**src/rtl/jacobi_1d_tstep_ctrl.sv**
```systemverilog
// jacobi_1d_tstep_ctrl
// Runs a 1-D Jacobi stencil for a host-supplied number of time steps by
// calling the jacobi_1d component twice per step, swapping the ping-pong
// buffers on every call. Supports early abort and host back-pressure on done.
//
// Ports
//   clock, reset            sole clock, synchronous active-high reset
//   start / busy            host call handshake (accepted when busy=0)
//   done / stall            host return handshake (consumed when stall=0)
//   abort                   stop after the current component call
//   buf_a, buf_b, tsteps    run arguments, latched on accepted start
//   comp_start / comp_busy  call handshake towards jacobi_1d
//   comp_done / comp_stall  return handshake from jacobi_1d
//   comp_A_1/_2, comp_B     registered component arguments (src, src, dst)
//   calls_done              completed component calls in current/last run
//   aborted                 last run ended via abort (valid while done=1)
//
// state    | meaning
// ---------+------------------------------------------------------------
// S_IDLE   | waiting for host start
// S_ISSUE  | comp_start held with stable arguments until accepted
// S_WAIT   | call outstanding, waiting for comp_done
// S_FINISH | done presented to host until stall=0
module jacobi_1d_tstep_ctrl #(
   parameter int CNT_W  = 16,
   parameter int ADDR_W = 64
) (
   input  logic              clock,
   input  logic              reset,
   input  logic              start,
   output logic              busy,
   output logic              done,
   input  logic              stall,
   input  logic              abort,
   input  logic [ADDR_W-1:0] buf_a,
   input  logic [ADDR_W-1:0] buf_b,
   input  logic [CNT_W-1:0]  tsteps,
   output logic              comp_start,
   input  logic              comp_busy,
   input  logic              comp_done,
   output logic              comp_stall,
   output logic [ADDR_W-1:0] comp_A_1,
   output logic [ADDR_W-1:0] comp_A_2,
   output logic [ADDR_W-1:0] comp_B,
   output logic [CNT_W:0]    calls_done,
   output logic              aborted
);

   typedef enum logic [1:0] {
      S_IDLE,
      S_ISSUE,
      S_WAIT,
      S_FINISH
   } state_t;

   state_t              state;
   state_t              state_nxt;
   logic [ADDR_W-1:0]   buf_a_q;
   logic [ADDR_W-1:0]   buf_b_q;
   logic [CNT_W:0]      total_q;
   logic [CNT_W:0]      total_in;
   logic [CNT_W:0]      calls_inc;
   logic                abort_flag;
   logic                load_args;
   logic [ADDR_W-1:0]   nxt_src;
   logic [ADDR_W-1:0]   nxt_dst;

   // Two calls per time step; the extra bit keeps 2*(2^CNT_W-1) exact.
   assign total_in  = {tsteps, 1'b0};
   assign calls_inc = calls_done + (CNT_W+1)'(1);

   assign busy       = (state != S_IDLE);
   assign done       = (state == S_FINISH);
   assign comp_start = (state == S_ISSUE);
   assign comp_stall = (state != S_WAIT);
   assign aborted    = abort_flag;

   // Arguments for the next call are computed here and registered on entry
   // to ISSUE, so the component arguments never follow inputs combinationally.
   always_comb begin
      state_nxt = state;
      load_args = 1'b0;
      nxt_src   = buf_a_q;
      nxt_dst   = buf_b_q;
      case (state)
         S_IDLE: begin
            nxt_src = buf_a;
            nxt_dst = buf_b;
            if (start) begin
               if (total_in != '0) begin
                  state_nxt = S_ISSUE;
                  load_args = 1'b1;
               end else begin
                  state_nxt = S_FINISH;
               end
            end
         end
         S_ISSUE: begin
            // An accepted call must be waited for even if abort arrives with it.
            if (!comp_busy) begin
               state_nxt = S_WAIT;
            end else if (abort) begin
               state_nxt = S_FINISH;
            end
         end
         S_WAIT: begin
            if (comp_done) begin
               if ((calls_inc == total_q) || abort_flag || abort) begin
                  state_nxt = S_FINISH;
               end else begin
                  state_nxt = S_ISSUE;
                  load_args = 1'b1;
                  if (calls_inc[0]) begin
                     nxt_src = buf_b_q;
                     nxt_dst = buf_a_q;
                  end
               end
            end
         end
         S_FINISH: begin
            if (!stall) begin
               state_nxt = S_IDLE;
            end
         end
         default: state_nxt = S_IDLE;
      endcase
   end

   always_ff @(posedge clock) begin
      if (reset) begin
         state      <= S_IDLE;
         buf_a_q    <= '0;
         buf_b_q    <= '0;
         total_q    <= '0;
         calls_done <= '0;
         abort_flag <= 1'b0;
         comp_A_1   <= '0;
         comp_A_2   <= '0;
         comp_B     <= '0;
      end else begin
         state <= state_nxt;
         if ((state == S_IDLE) && start) begin
            buf_a_q    <= buf_a;
            buf_b_q    <= buf_b;
            total_q    <= total_in;
            calls_done <= '0;
            abort_flag <= 1'b0;
         end
         if (((state == S_ISSUE) || (state == S_WAIT)) && abort) begin
            abort_flag <= 1'b1;
         end
         if ((state == S_WAIT) && comp_done) begin
            calls_done <= calls_inc;
         end
         if (load_args) begin
            comp_A_1 <= nxt_src;
            comp_A_2 <= nxt_src;
            comp_B   <= nxt_dst;
         end
      end
   end

endmodule
```
**config.mk**
```make
export PLATFORM = sky130hd
export DESIGN_NAME = jacobi_1d_tstep_ctrl
export DESIGN_NICKNAME = d
export VERILOG_FILES = /design/src/rtl/jacobi_1d_tstep_ctrl.sv
export SDC_FILE = /design/constraint.sdc
export NUM_CORES = 1
export LEC_CHECK = 0
export CORE_AREA = 2 2 184 186
export CTS_BUF_LIST = sky130_fd_sc_hd__clkbuf_4
export CTS_CLUSTER_SIZE = 24
export DETAILED_ROUTE_END_ITERATION = 8
export DIE_AREA = 0 0 186 188
export PLACE_DENSITY_LB_ADDON = 0.2
export SLEW_MARGIN = 15
export SYNTH_ARGS = -nofsm -noshare
export SYNTH_HDL_FRONTEND = slang
export SYNTH_SLANG_ARGS = --single-unit
```
**constraint.sdc**
```tcl
create_clock -name clock -period 6.3 [get_ports clock]
set_input_delay 1.26 -clock clock [delete_from_list [all_inputs] [get_ports clock]]
set_output_delay 1.26 -clock clock [all_outputs]
set_load 0.02 [all_outputs]
```
==> flow_metrics.py, run 1 <==
metrics = {
    "run_status": {
        "status": "finished clean",
    },
    "yosys": {
        "synth_area_leaders": "dfxtp_1 (40%), mux2_2 (9.8%), a221o_1 (8.7%), nand2_1 (7.8%), a2111oi_0 (5.9%)",
        "synthCells": 1654,
        "synthDistinctLibCells": 51,
        "synth_top_area_share_pct": 39.89,
        "synth_xor_area_share_pct": 1.255,
        "synth_top_family_by_area": "compound AO/OA/AOI/OAI gates",
        "syn_nets": 1810,
        "yosys.area_share.simple_pct": 11.36,
        "ys_top_cells_by_count": "nand2_1 (303), dfxtp_1 (292), a21oi_1 (159), inv_1 (135)",
        "synth_most_common_cell": "nand2_1",
        "synth-edff-count": 0,
        "synthAdderAreaFrac_pct": 0.4269,
        "yosysTopAreaCell": "dfxtp_1",
        "synth.area.mux_share_pct": 9.904,
        "syn_area_um2": 14650,
        "ys_seq_area_share_pct": 39.89,
        "avgSynthCellArea_um2": 8.860,
        "synth-seq-cells": 292,
        "synth_async_sr_flop_share_pct": 0,
        "synth_ff_type": "dfxtp_1",
        "yosysWarnings": 0,
        "synth_compound_area_share_pct": 25.15,
    },
    "setup_path": {
        "path_cells": "ha_1 > nand3_4 > nor4_2 > xnor2_1 > nor4_1 > a41oi_4 > a32o_4 > buf_4 > a221o_1",
        "crit_slowest_cell": "a41oi_4",
        "slowest_delay_ns": 0.58,
        "path_class": "reg -> reg",
        "cp.arrival_ns": 4.67,
        "crit_fanout": 76,
        "cp-end-kind": "register",
        "crit_required_ns": 6.84,
        "worstSetupStartpointType": "register",
    },
    "drt": {
        "avgRoutedWirePerCell_um": 19.03,
        "firstDrtPassIters": 5,
        "via_count": 13561,
        "vias_per_cell": 5.669,
        "wl_um": 45530,
        "ant_nets": 0,
        "drt_iter0_drc": 1153,
        "drc": 0,
    },
    "timing": {
        "slew_violations": 0,
        "rsz0062_at_grt": "no",
        "skew_ns": 0.07363,
        "min_period_ns": 4.132,
        "holdWs_ns": 0.4656,
        "setup_ws_ns": 2.168,
        "final-hold-violation-count": 0,
        "worstMarginPinSlew_ns": 1.066,
        "worst_slew_margin_rel_pct": 28.94,
        "finalSetupTns_ns": 0,
        "fin_crit_sh_pct": 65.58,
        "setup_viol": 0,
        "timing.fmax_ghz": 0.2420,
    },
    "hold_path": {
        "hold_class": "reg -> reg",
    },
    "die": {
        "io_pins": 365,
        "start_util_pct": 44.25,
        "core_um2": 33110,
        "rows": 67,
        "die-width_um": 186,
        "die-area_um2": 34970,
        "die_y_um": 188,
    },
    "global_route": {
        "grt_usage_pct": 25.10,
        "grt_max_degree": 114,
        "grt_pass1_vias": 13107,
        "grt_first_pass_wirelength_um": 70840,
        "grt_overflow_total": 0,
        "antenna_found_initial": 8,
    },
    "placement": {
        "finalWeightedCongestion": 0.8554,
        "post-place-ws_ns": 2.029,
        "hpwl_um": 27300,
        "dp.cells": 2252,
        "io_buffers": 364,
    },
    "cts": {
        "cts.sinks": 292,
        "htree_levels": 3,
        "postCtsResizedCells": 0,
        "holdBufCountCts": 0,
        "numCtsBuffers": 81,
        "cts_tree": "done",
        "cts.path.max_buffers": 3,
        "insertion_delay_ns": 0.70,
        "postCtsSetupBuffers": 0,
        "cts-root-buf": "clkbuf_4",
        "cts.clk_slew.worst_paths_ns": 0.07,
    },
    "power_and_ir_drop": {
        "ir_drop_uv": 150.5,
        "p_leak_nw": 6.606,
        "pwr_density_cell_nw_per_um2": 290.3,
    },
    "cells_and_area": {
        "synthToLayoutAreaGrowth_pct": 28.36,
        "drive_gt1_share_pct": 16.39,
        "post-route-util_pct": 56.81,
        "fillers": 2981,
        "fin_nets": 2043,
        "stdcell_count": 2392,
    },
    "job": {
        "maxCapViolCount": 0,
    },
}
-- state kept, by name, indices dropped and copies added, names as in the netlist --
name,cells
aborted,1
calls_done,17
total_q,16
state,2
buf_b_q,64
comp_A_2,64
buf_a_q,64
comp_B,64
-- routing by layer --
layer  global-route usage (%)  vias up  part of all wire [%]
met5                        0        -                  0.11
met4                    10.69        8                   3.1
met3                    5.710       90                   7.2
met2                    39.03      532                    46
met1                    33.32     6484                    44
li1                         -     6447                     -
-- cells by family after synthesis --
| family | after synthesis |
|---|---|
| DFF | 292 |
| xor gates and xnor gates | 21 |
| adders and majority gates | 5 |
| buffers and inverters | 363 |
| and+or+nand+nor | 388 |
| muxes | 129 |
| AOI/OAI and AO/OA | 456 |
-- metrics by stage --
| step | instance area, um^2 | power [mW] |
|---|---|---|
| finish | 18810 | 5.460 |
| global route | 18810 | 5.751 |
| CTS | 18800 | 5.507 |
| detailed placement | 17790 | 3.782 |
| global placement | 17790 | 3.762 |
| floorplan | 14650 | 3.198 |
-- final cells by class --
| class | instances | area, um^2 | share of cell area [%] |
|---|---|---|---|
| Clock buffer | 120 | 900.9 | 4.789 |
| Tap cell | 448 | 560.5 | 2.980 |
| Sequential cell | 292 | 5846 | 31.08 |
| Multi-Input combinational cell | 999 | 7103 | 37.76 |
| Timing Repair Buffer | 378 | 3779 | 20.09 |
| Inverter | 135 | 506.7 | 2.694 |
| Antenna cell | 4 | 10.01 | 0.05321 |
| Clock inverter | 16 | 105.1 | 0.5587 |
-- power breakdown --
part           total [mW]  switching (mW)  leakage, nW  internal [mW]
Sequential           2.22           0.160         2.39           2.06
Combinational        1.53           0.858         3.62          0.673
Clock                1.71           0.803        0.597          0.909
Total                5.46            1.82         6.61           3.64
-- path summary, 6_finish.rpt --
path                                endpoint  depth (start not counted)     startpoint  slack, ns
worst max-delay path            comp_A_2[11]                          9  calls_done[0]       2.17
worst min-delay path              buf_a_q[9]                          2     buf_a_q[9]       0.47
worst max register to register  comp_A_2[11]                          9  calls_done[0]       2.17
worst min register to register    buf_a_q[9]                          2     buf_a_q[9]       0.47
-- worst max-delay path: cells and delay by family (launching register included) --
family,cells,cell delay (ns)
XOR/XNOR,1,0.15
flip-flops,1,0.53
adder cells (fa/ha/maj),1,0.39
buffers and inverters,1,0.38
AO/OA/AOI/OAI,3,1.47
AND/OR/NAND/NOR,3,1.03
-- placed cells by master (no fill, tap or decap), types with 5 or more instances in the layout --
master / n
clkdlybuf4s50_1: 363
nand2_1: 302
dfxtp_1: 292
a21oi_1: 159
inv_1: 135
mux2_2: 128
a221o_1: 128
clkbuf_4: 120
a2111oi_0: 98
a2111oi_2: 30
nor2_1: 23
xnor2_1: 18
o21ai_0: 16
buf_4: 12
nor4_1: 10
nor3_1: 10
clkinv_1: 9
nand4_1: 7
nand3_1: 7
ha_1: 5
No activity file was read; power rests on OpenSTA's default activity.
==> inputs of run 2 (changes only) <==
==> constraint.sdc (replaced) <==
create_clock -name clock -period 4.1 [get_ports clock]
set_input_delay 0.82 -clock clock [delete_from_list [all_inputs] [get_ports clock]]
set_output_delay 0.82 -clock clock [all_outputs]
set_load 0.02 [all_outputs]
==> run 2 against run 1 <==
Against the previous run:
- combinational power increased by 56%
- sequential power increased by 53%
- clock skew increased by 0.0040 ns
- non-clock buffer count increased by 6
- worst setup slack got worse by 1.6 ns
- die area unchanged
- critical path type unchanged
- largest cell class unchanged
==> flow_metrics.py, run 2 (same netlist as run 1, synthesis figures left out) <==
metrics = {
    "placement": {
        "finalWeightedCongestion": 0.8952,
        "placed_area_um2": 17940,
        "io_buffers": 364,
        "hpwl_um": 27270,
        "post-place-ws_ns": 0.5369,
    },
    "hold_path": {
        "hold_start": "buf_b_q[63]",
        "hold_class": "reg -> reg",
        "holdPathEnd": "buf_b_q[63]",
        "hold_depth": 2,
    },
    "drt": {
        "drc": 0,
        "vias_per_cell": 5.659,
        "wl_met1_um": 19190,
        "via_count": 13581,
        "wl_um": 45040,
        "ant_nets": 0,
        "met2_length_um": 21560,
        "drt_iter0_drc": 1070,
        "avgRoutedWirePerCell_um": 18.77,
        "top_layer": "met5",
        "firstDrtPassIters": 5,
        "wl_met3_um": 3246,
    },
    "cts": {
        "insertion_delay_ns": 0.71,
        "postCtsSetupBuffers": 0,
        "numCtsBuffers": 80,
        "cts-root-buf": "clkbuf_4",
        "cts_tree": "done",
        "htree_levels": 3,
        "cts.clk_slew.worst_paths_ns": 0.07,
        "cts.sinks": 292,
        "holdBufCountCts": 0,
        "postCtsResizedCells": 0,
        "cts.path.max_buffers": 3,
    },
    "global_route": {
        "grt_overflow_total": 0,
        "grt_pass1_vias": 13294,
        "grt_first_pass_wirelength_um": 70930,
        "grt_max_degree": 157,
        "antenna_found_initial": 8,
        "grt_usage_pct": 25.01,
    },
    "setup_path": {
        "cp.arrival_ns": 4.08,
        "r2r-start": "calls_done[0]",
        "cp-end-kind": "register",
        "crit_required_ns": 4.65,
        "path_class": "reg -> reg",
        "rrSetupSlack_ns": 0.57,
        "worstSetupStartpointType": "register",
        "reg2reg_depth": 8,
        "crit_fanout": 128,
        "r2r_end": "comp_B[49]",
    },
    "die": {
        "io_pins": 365,
        "core_um2": 33110,
        "rows": 67,
        "die-area_um2": 34970,
        "die_y_um": 188,
        "die-width_um": 186,
        "start_util_pct": 44.25,
    },
    "timing": {
        "worst_slew_margin_rel_pct": 24.29,
        "fin_crit_sh_pct": 86.20,
        "rsz0062_at_grt": "no",
        "timing.fmax_ghz": 0.2829,
        "setup_viol": 0,
        "worstMarginPinSlew_ns": 1.136,
        "slew_violations": 0,
        "skew_ns": 0.07763,
        "holdWs_ns": 0.4645,
        "min_period_ns": 3.534,
        "final-hold-violation-count": 0,
        "finalSetupTns_ns": 0,
        "setup_ws_ns": 0.5657,
    },
    "cells_and_area": {
        "fillers": 3002,
        "final_cell_mix": "clkdlybuf4s50_1 (363), nand2_1 (302), dfxtp_1 (292)",
        "drive_gt1_share_pct": 16.64,
        "synthToLayoutAreaGrowth_pct": 29.41,
        "fin_nets": 2048,
        "post-route-util_pct": 57.27,
        "post-route-cell-area_um2": 18960,
        "final_common_cell": "clkdlybuf4s50_1",
    },
    "power_and_ir_drop": {
        "p_seq_share_pct": 40.5,
        "internal-power_mw": 5.621,
        "pwr_density_cell_nw_per_um2": 443.6,
        "clockPowerShare_pct": 31.3,
        "switching_power_mw": 2.791,
        "switching_share_pct": 33.17,
        "power_frac_comb_pct": 28.2,
        "ir_drop_uv": 329.8,
        "p_leak_nw": 6.672,
    },
    "run_status": {
        "status": "finished clean",
    },
    "job": {
        "maxCapViolCount": 0,
    },
}
## run 2: how the worst max path moves through the flow
| stage | startpoint | endpoint | slack, ns | cells after the start |
|---|---|---|---|---|
| 2_1_floorplan | calls_done[0] | comp_A_2[0] | 1.16 | 10 |
| 3_3_place_gp | tsteps[7] | comp_A_2[46] | 0.43 | 7 |
| 3_5_place_dp | tsteps[7] | comp_A_2[46] | 0.54 | 7 |
| 4_1_cts | calls_done[0] | comp_B[52] | 0.60 | 8 |
| 5_1_grt | calls_done[0] | comp_A_2[59] | 0.42 | 8 |
| 6_report | calls_done[0] | comp_B[49] | 0.57 | 8 |
## run 2: power groups by stage
stage                     Sequential [mW]  Clock [mW]  Combinational, mW
final                                3.40        2.63               2.38
after global routing                 3.45        2.87               2.56
after CTS                            3.40        2.71               2.38
after detailed placement             3.46           0               2.38
after global placement               3.45           0               2.35
after floorplan                      3.60           0               1.32
## run 2: metrics by stage
step / power [mW] / cells
final: 8.412 / 2400
after detailed placement: 5.838 / 2258
after global routing: 8.874 / 2400
after floorplan: 4.913 / 1654
after global placement: 5.802 / 2258
after CTS: 8.496 / 2395
## run 2: per-layer routing
| metal | up-vias | GRT usage (%) |
|---|---|---|
| met5 | - | 0 |
| li1 | 6447 | - |
| met2 | 537 | 40.61 |
| met1 | 6508 | 32.65 |
| met4 | 6 | 8.692 |
| met3 | 83 | 5.477 |
## run 2: final cells by class
class / count / area, um^2 / area share, %
antenna: 5 / 12.51 / 0.06598
clock buffer: 120 / 900.9 / 4.751
clock inverter: 17 / 110.1 / 0.5806
inverter: 135 / 506.7 / 2.672
multi-input combinational: 999 / 7103 / 37.46
sequential: 292 / 5846 / 30.83
tap: 448 / 560.5 / 2.956
timing repair buffer: 384 / 3924 / 20.69
## run 2: worst max-delay path, cell delays in order, from the launching register on
cell and delay (ns):
dfxtp_1 0.54, ha_1 0.40, nand3_4 0.18, or4_1 0.57
a221oi_2 0.41, a41oi_4 0.26, a32o_4 0.32, buf_12 0.24
a221o_1 0.40
==> inputs of run 3 (changes only) <==
--- a/config.mk
+++ b/config.mk
@@ -5,6 +5,7 @@
 export SDC_FILE = /design/constraint.sdc
 export NUM_CORES = 1
 export LEC_CHECK = 0
+export ABC_AREA = 0
 export CORE_AREA = 2 2 184 186
 export CTS_BUF_LIST = sky130_fd_sc_hd__clkbuf_4
 export CTS_CLUSTER_SIZE = 24
==> results of run 3 <==
Same layout as run 2: the final DEF is identical, and so are final timing and power.
